### config.mk
export PLATFORM = sky130hd
export DESIGN_NAME = hpm_event_unit_flat
export DESIGN_NICKNAME = d
export VERILOG_FILES = /design/src/rtl/hpm_event_unit_if.sv /design/src/rtl/hpm_event_unit.sv /design/src/flat_wrapper.sv
export SDC_FILE = /design/constraint.sdc
export NUM_CORES = 1
export LEC_CHECK = 0
export CORE_MARGIN = 2
export CORE_UTILIZATION = 40
export DETAILED_ROUTE_END_ITERATION = 6
export PLACE_DENSITY = 0.86
export SLEW_MARGIN = 20
export SYNTH_ARGS = -nofsm -noshare
export SYNTH_HDL_FRONTEND = slang
export SYNTH_SLANG_ARGS = --single-unit
export TNS_END_PERCENT = 100
### constraint.sdc
create_clock -name clk -period 3.55 [get_ports clk]
set_input_delay 1.065 -clock clk [delete_from_list [all_inputs] [get_ports clk]]
set_output_delay 1.065 -clock clk [all_outputs]
set_load 0.05 [all_outputs]
### src/rtl/hpm_event_unit_if.sv
`default_nettype none
// ============================================================================
// Module      : hpm_event_unit_if
// Description : CSR-extension handshake bundle shared by the privileged
//               extensions. The priv unit acts as master and presents an
//               address, an active flag and merged write data. The extension
//               acts as slave and answers with read data, an ownership ack
//               and an invalid flag, all within the same cycle.
//   csr_addr    [11:0] : CSR address of the current access
//   csr_active         : access in progress this cycle
//   value_in    [31:0] : write data, already merged by the priv unit
//   value_out   [31:0] : read data (pre-write value)
//   ack                : address owned by the extension
//   invalid_csr        : active access to an address nobody here owns
// Revision    : 1.0 - initial release
// ============================================================================
interface hpm_event_unit_if;
    logic [11:0] csr_addr;
    logic        csr_active;
    logic [31:0] value_in;
    logic [31:0] value_out;
    logic        ack;
    logic        invalid_csr;

    modport master (
        output csr_addr, csr_active, value_in,
        input  value_out, ack, invalid_csr
    );

    modport slave (
        input  csr_addr, csr_active, value_in,
        output value_out, ack, invalid_csr
    );
endinterface
`default_nettype wire

### src/rtl/hpm_event_unit.sv
`default_nettype none
// ============================================================================
// Module      : hpm_event_unit
// Description : Event-selection front end for the hardware performance
//               monitor. Holds one mhpmevent selector per programmable
//               counter plus mcountinhibit, and turns the core's per-cycle
//               event pulses into a registered increment strobe per counter,
//               filtered by privilege mode, per-counter inhibit and debug
//               freeze.
//   clk                      : clock
//   n_rst                    : asynchronous active-low reset
//   csr                      : CSR-extension handshake (slave side)
//   priv_mode   [1:0]        : current privilege, 2'b11 = M, 2'b00 = U
//   debug_freeze             : core halted in debug, suppresses all counting
//   event_pulse [NUM_EVENTS] : per-cycle event pulses, bit 0 means no event
//   inc_en      [NUM_COUNTERS]: registered increment strobe per counter
// Registers:
//   0x320        mcountinhibit, bit 3+i inhibits counter i
//   0x323+i      mhpmevent(3+i): [31] MINH, [30] UINH, [7:0] SEL
// Revision    : 1.0 - initial release
// ============================================================================
module hpm_event_unit #(
    parameter int NUM_COUNTERS = 2,
    parameter int NUM_EVENTS   = 8
) (
    input  wire logic                    clk,
    input  wire logic                    n_rst,
    hpm_event_unit_if.slave              csr,
    input  wire logic [1:0]              priv_mode,
    input  wire logic                    debug_freeze,
    input  wire logic [NUM_EVENTS-1:0]   event_pulse,
    output logic      [NUM_COUNTERS-1:0] inc_en
);

    localparam logic [11:0] c_addr_inhibit    = 12'h320;
    localparam logic [11:0] c_addr_event_base = 12'h323;
    localparam logic [1:0]  c_priv_u          = 2'b00;
    localparam logic [1:0]  c_priv_m          = 2'b11;

    // ------------------------------------------------------------------------
    // Declarations
    // ------------------------------------------------------------------------
    logic [NUM_COUNTERS-1:0] r_inhibit;
    logic                    w_sel_inhibit;
    logic [NUM_COUNTERS-1:0] w_sel_event;
    logic                    w_ack;
    logic [31:0]             w_inhibit_word;
    logic [31:0]             w_event_word [NUM_COUNTERS];
    logic [31:0]             w_rdata;
    logic [255:0]            w_events;
    logic [NUM_COUNTERS-1:0] w_inc_next;
    logic                    w_unused;

    // ------------------------------------------------------------------------
    // Address decode and handshake
    // ------------------------------------------------------------------------
    assign w_sel_inhibit   = (csr.csr_addr == c_addr_inhibit);
    assign w_ack           = csr.csr_active & (w_sel_inhibit | (|w_sel_event));
    assign csr.ack         = w_ack;
    assign csr.invalid_csr = csr.csr_active & ~w_ack;

    // mcountinhibit only implements bits 3 .. 3+NUM_COUNTERS-1.
    always_comb begin
        w_inhibit_word = '0;
        for (int i = 0; i < NUM_COUNTERS; i++) begin
            w_inhibit_word[3+i] = r_inhibit[i];
        end
    end

    // Addresses are mutually exclusive, so at most one source is selected.
    always_comb begin
        w_rdata = '0;
        if (csr.csr_active) begin
            if (w_sel_inhibit) begin
                w_rdata = w_inhibit_word;
            end
            for (int i = 0; i < NUM_COUNTERS; i++) begin
                if (w_sel_event[i]) begin
                    w_rdata = w_event_word[i];
                end
            end
        end
    end

    assign csr.value_out = w_rdata;

    // ------------------------------------------------------------------------
    // Event vector widened to the full SEL range. Bit 0 and every index at or
    // above NUM_EVENTS stay zero, so an out-of-range or zero SEL never hits
    // without needing a separate range compare.
    // ------------------------------------------------------------------------
    always_comb begin
        w_events = '0;
        for (int k = 1; k < NUM_EVENTS; k++) begin
            w_events[k] = event_pulse[k];
        end
    end

    // ------------------------------------------------------------------------
    // mcountinhibit
    // ------------------------------------------------------------------------
    always_ff @(posedge clk or negedge n_rst) begin
        if (!n_rst) begin
            r_inhibit <= '0;
        end else if (w_ack && w_sel_inhibit) begin
            r_inhibit <= csr.value_in[3 +: NUM_COUNTERS];
        end
    end

    // ------------------------------------------------------------------------
    // Per-counter selector and strobe qualification
    // ------------------------------------------------------------------------
    for (genvar g = 0; g < NUM_COUNTERS; g++) begin : g_counter
        localparam logic [11:0] c_addr = c_addr_event_base + 12'(g);

        logic [7:0] r_sel;
        logic       r_uinh;
        logic       r_minh;
        logic       w_hit;
        logic       w_blocked;

        assign w_sel_event[g] = (csr.csr_addr == c_addr);

        always_ff @(posedge clk or negedge n_rst) begin
            if (!n_rst) begin
                r_sel  <= '0;
                r_uinh <= 1'b0;
                r_minh <= 1'b0;
            end else if (w_ack && w_sel_event[g]) begin
                r_sel  <= csr.value_in[7:0];
                r_uinh <= csr.value_in[30];
                r_minh <= csr.value_in[31];
            end
        end

        assign w_event_word[g] = {r_minh, r_uinh, 22'd0, r_sel};

        // Supervisor/hypervisor encodings are never filtered by MINH/UINH.
        assign w_hit     = w_events[r_sel];
        assign w_blocked = r_inhibit[g] | debug_freeze
                         | ((priv_mode == c_priv_m) & r_minh)
                         | ((priv_mode == c_priv_u) & r_uinh);

        // Uses the registered selector, so a CSR write in the same cycle only
        // affects strobes computed from the following cycle onward.
        assign w_inc_next[g] = w_hit & ~w_blocked;
    end

    // ------------------------------------------------------------------------
    // Strobe register
    // ------------------------------------------------------------------------
    always_ff @(posedge clk or negedge n_rst) begin
        if (!n_rst) begin
            inc_en <= '0;
        end else begin
            inc_en <= w_inc_next;
        end
    end

    // Write-data bits without a backing flop, and the reserved event bit 0.
    assign w_unused = ^{csr.value_in, event_pulse[0]};

endmodule
`default_nettype wire
### src/flat_wrapper.sv
// flat-port wrapper written by rule: the top's interface ports become plain ports
module hpm_event_unit_flat 
#(
    parameter int NUM_COUNTERS = 2,
    parameter int NUM_EVENTS   = 8
)
  (clk, n_rst, priv_mode, debug_freeze, event_pulse, inc_en, csr_csr_addr, csr_csr_active, csr_value_in, csr_value_out, csr_ack, csr_invalid_csr);
  hpm_event_unit_if csr_i ();
  input  wire logic clk;
  input  wire logic n_rst;
  input  wire logic [1:0] priv_mode;
  input  wire logic debug_freeze;
  input  wire logic [NUM_EVENTS-1:0] event_pulse;
  output logic      [NUM_COUNTERS-1:0] inc_en;
  input wire logic [$bits(csr_i.csr_addr)-1:0] csr_csr_addr;
  input wire logic [$bits(csr_i.csr_active)-1:0] csr_csr_active;
  input wire logic [$bits(csr_i.value_in)-1:0] csr_value_in;
  output wire logic [$bits(csr_i.value_out)-1:0] csr_value_out;
  output wire logic [$bits(csr_i.ack)-1:0] csr_ack;
  output wire logic [$bits(csr_i.invalid_csr)-1:0] csr_invalid_csr;
  assign csr_i.csr_addr = csr_csr_addr;
  assign csr_i.csr_active = csr_csr_active;
  assign csr_i.value_in = csr_value_in;
  assign csr_value_out = csr_i.value_out;
  assign csr_ack = csr_i.ack;
  assign csr_invalid_csr = csr_i.invalid_csr;
  hpm_event_unit #(.NUM_COUNTERS(NUM_COUNTERS), .NUM_EVENTS(NUM_EVENTS)) u_core (.clk(clk), .n_rst(n_rst), .csr(csr_i), .priv_mode(priv_mode), .debug_freeze(debug_freeze), .event_pulse(event_pulse), .inc_en(inc_en));
endmodule
After elaboration in Yosys (flattened, before gate mapping) --
Cells that the tools add are included.
Operators by class: order comparisons 2, equality and inequality tests 4, multiplexer cells 8, bitwise gates (word level) 18, reduce and logical (&&, ||, !) cells 5
Operator list (count):
- $mux 32 | 3
- $eq 12x10->1 const B | 3
- $lt 8x9->1 const B | 2
- $bmux 1 s8 | 2
- $and 1x1->1 | 8
- $or 1x1->1 | 7
- $mux 5 | 1
- $logic_and 1x1->1 | 3
- $not 1->1 | 3
- $eq 2x2->1 const B | 1
- $logic_not 2->1 | 1
- $mux 1 | 2
- $reduce_or 2->1 | 1
Word-level totals: bits in registers 24, output and inout port bits 36, word-level logic and storage cells 45

Logic depth before layout (Yosys ltp) --
word-level depth 6, gate-level depth with buffers 4, mapped depth without buffers 3

Worst setup path before layout --
No wires, ideal clock.
path type input to output, start input csr_csr_addr[11], end output csr_ack, arrival 3.363 ns, required time 2.485 ns, path slack -0.878 ns, stages on the path 3, buffers on the path 0, cells stage by stage nor4b_4 nand2_2 nor4b_1
Between the ends: longest elaborated chain between the ends 4, elaborated cells on any way between the ends 6, classes of those cells eq/ne: 3; bitwise: 2; reduce/logical: 1
RTL lines:
- start, declared | line flat_wrapper.sv:15 | input wire logic [$bits(csr_i.csr_addr)-1:0] csr_csr_addr;
- $eq 12x10->1 | line hpm_event_unit.sv:122 | assign w_sel_event[g] = (csr.csr_addr == c_addr);
- $reduce_or 2->1 | line hpm_event_unit.sv:58 | assign w_ack = csr.csr_active & (w_sel_inhibit | (|w_sel_event));
- $or 1x1->1 * | line hpm_event_unit.sv:58
- $and 1x1->1 * | line hpm_event_unit.sv:58
- end, declared | line flat_wrapper.sv:19 | output wire logic [$bits(csr_i.ack)-1:0] csr_ack;
Mark *: on every way between the ends. The rest lies on a longest branch, timed or not.

Worst setup path in the final report --
start input csr_csr_active, end output csr_value_out[2]
Between the ends: longest elaborated chain between the ends 1
RTL lines:
- start, declared | line flat_wrapper.sv:16 | input wire logic [$bits(csr_i.csr_active)-1:0] csr_csr_active;
- $mux 32 | line hpm_event_unit.sv:73 | if (csr.csr_active) begin
- end, declared | line flat_wrapper.sv:18 | output wire logic [$bits(csr_i.value_out)-1:0] csr_value_out;
No other way between the ends.

==> flow_summary.json <==
{
  "peakVddDrop_mv": 0.1969,
  "max-slew-margin-rel_pct": 66.63,
  "numCtsBuffers": 3,
  "r2r_setup_slack_ns": 2.28,
  "fin_worst_skew_ns": 0.003236,
  "cts_tree": "yes",
  "drt_iter0_drc": 50,
  "fin_ws_ns": 0.04665,
  "syn_inst": 145,
  "cts_hold_buf": 0,
  "grt_pass1_wl_mm": 6.644,
  "place.gp.congestion": 0.8636,
  "cts_sinks": 24,
  "synthFlopType": "dfrtp_1",
  "cts_max_path_buffers": 2,
  "wirelength_mm": 4.088,
  "syn_avg_cell_area_um2": 10.67,
  "dr_total_vias": 1377,
  "chipWidth_um": 66.18,
  "die_h_um": 66.18,
  "drcViolationCount": 0,
  "synth_top_area_share_pct": 38.83,
  "grt_max_degree": 25,
  "ant_nets": 0,
  "utilization_pct": 66.96,
  "crit_type": "input pin to output port",
  "vias_per_cell": 5.256,
  "maxCapViolations": 0,
  "yosys_warnings": 0,
  "start_kind": "input pin",
  "fmax_mhz": 285.4,
  "setup_viol_count_final": 0,
  "grt.overflow.total": 0,
  "initial_core_util_pct": 41.93,
  "fin_crit_sh_pct": 98.69,
  "multiInputGateArea_um2": 968.4,
  "synth_top_area_cell": "dfrtp_1",
  "pwr_density_cell_nw_per_um2": 233.5,
  "clkTransAtPathRegs_ns": 0.08,
  "fillers": 297,
  "drive_gt1_share_pct": 40.65,
  "synth.area.top_cells": "dfrtp_1, mux2_2, buf_4",
  "yosysUniqueCellTypes": 29,
  "timing.hold.ws_ns": 0.5384,
  "grt_use_total_pct": 20.18,
  "syn_area_um2": 1546,
  "hold_viol": 0,
  "core_um2": 3689,
  "syn2layout_area_growth_pct": 59.71,
  "htree_num_levels": 1,
  "grt_pass1_vias": 1390,
  "route.detailed.wl_per_inst_um": 15.60,
  "core.rowCount": 22,
  "finalSetupTns_ns": 0,
  "crit_arrival_ns": 2.44,
  "yosys-top-cells-count": "dfrtp_1, mux2_2, buf_4",
  "antenna_cells": 0,
  "drt_first_pass_iters": 4,
  "antenna_found_initial": 0,
  "ios": 94,
  "dieArea_um2": 4380,
  "ys_seq_elements": 24,
  "nNetsFinal": 274,
  "critPathMaxFanout": 9,
  "fin_crit_ns": 3.503,
  "dp_hpwl_mm": 2.923,
  "slew_violations": 0,
  "clock-root-buffer": "clkbuf_8",
  "async_flop_share_pct": 100.0,
  "tightest_slew_ns": 0.4989,
  "clock_latency_ns": 0.26,
  "preCtsSetupSlack_ns": -0.2158,
  "crit_required_ns": 2.48,
  "cellLeakagePower_nw": 1.099,
  "end_kind": "output port",
  "register_area_um2": 600.6,
  "ys_seq_area_share_pct": 38.83,
  "outcome": "complete, no violations",
  "hold_path_class": "flip-flop to flip-flop",
  "synth_edf_count": 0,
  "portBuffers": 48
}
-- layout by cell type (no fill, tap or decap), drive strengths merged, types with 3 or more instances in the layout --
cell type      netlist  routed
buf                 25      35
mux2                24      24
clkdlybuf4s50        0      24
dfrtp               24      24
conb                 1      22
nand3               19      19
dlygate4sd2          0      11
a21oi                8       8
inv                  6       6
nand2                5       6
nor4b                4       4
a221oi               4       4
nand4                4       4
clkbuf               2       3
-- metrics by stage --
step | total power, W | cell area [um2] | cells
after floorplan | 0.0003729 | 1668 | 166
after global placement | 0.0004172 | 2253 | 250
after detailed placement | 0.0004193 | 2253 | 250
after CTS | 0.0005770 | 2431 | 259
after global routing | 0.0005980 | 2470 | 262
final | 0.0005768 | 2470 | 262
-- state kept, by name, summed over array words and instances, names as in the netlist --
| signal | count |
|---|---|
| u_core.r_inhibit | 2 |
| u_core.g_counter.r_uinh | 2 |
| u_core.inc_en | 2 |
| u_core.g_counter.r_sel | 16 |
| u_core.g_counter.r_minh | 2 |
-- worst max-delay path: stages --
cell,delay [ns]
clkdlybuf4s50_1,0.49
nor2b_4,0.21
buf_6,0.17
nand3_1,0.11
a21oi_2,0.22
buf_12,0.16
-- power by group --
part	internal (W)	switching, W	leakage [nW]
logic	0.0000530	0.0000925	0.743
registers	0.000274	0.00000115	0.335
clock network	0.0000759	0.0000801	0.0216
-- logic make-up after synthesis --
group / synth area share (%)
AO/OA/AOI/OAI: 6.877
buffers and inverters: 13.59
flip-flops: 38.84
multiplexers: 20.39
other: 0.2425
AND/OR/NAND/NOR: 20.06
-- metal layers --
metal | track usage, % | part of all wire, %
met3 | 3.066 | 8.8
met4 | 5.357 | 1.4
met5 | 0 | 0
met1 | 25.76 | 37
met2 | 35.38 | 52
-- timing repair --
item	4_1_cts	5_1_grt
resized for setup	28	6
gates cloned	1	0
pin swaps	6	3
setup buffers	5	3
endpoints found under the setup margin	12	12
-- cell type report --
class | instances | area share, %
Multi-Input combinational cell | 110 | 39.21
Timing Repair Buffer | 71 | 31.46
Sequential cell | 24 | 24.32
Tap cell | 48 | 2.432
Clock buffer | 3 | 1.672
Inverter | 6 | 0.9119
-- final timing paths --
path	startpoint	end	cells past startpoint
min reg2reg	u_core.g_counter[1].r_uinh	u_core.g_counter[1].r_uinh	1
min in group asynchronous	n_rst	u_core.r_inhibit[1]	2
max	csr_csr_active	csr_value_out[2]	6
max in group asynchronous	n_rst	u_core.g_counter[1].r_minh	2
min	u_core.g_counter[1].r_uinh	u_core.g_counter[1].r_uinh	1
max reg2reg	u_core.g_counter[0].r_sel[0]	u_core.inc_en[0]	3
Note: power is estimated with default switching activity, not from simulation.
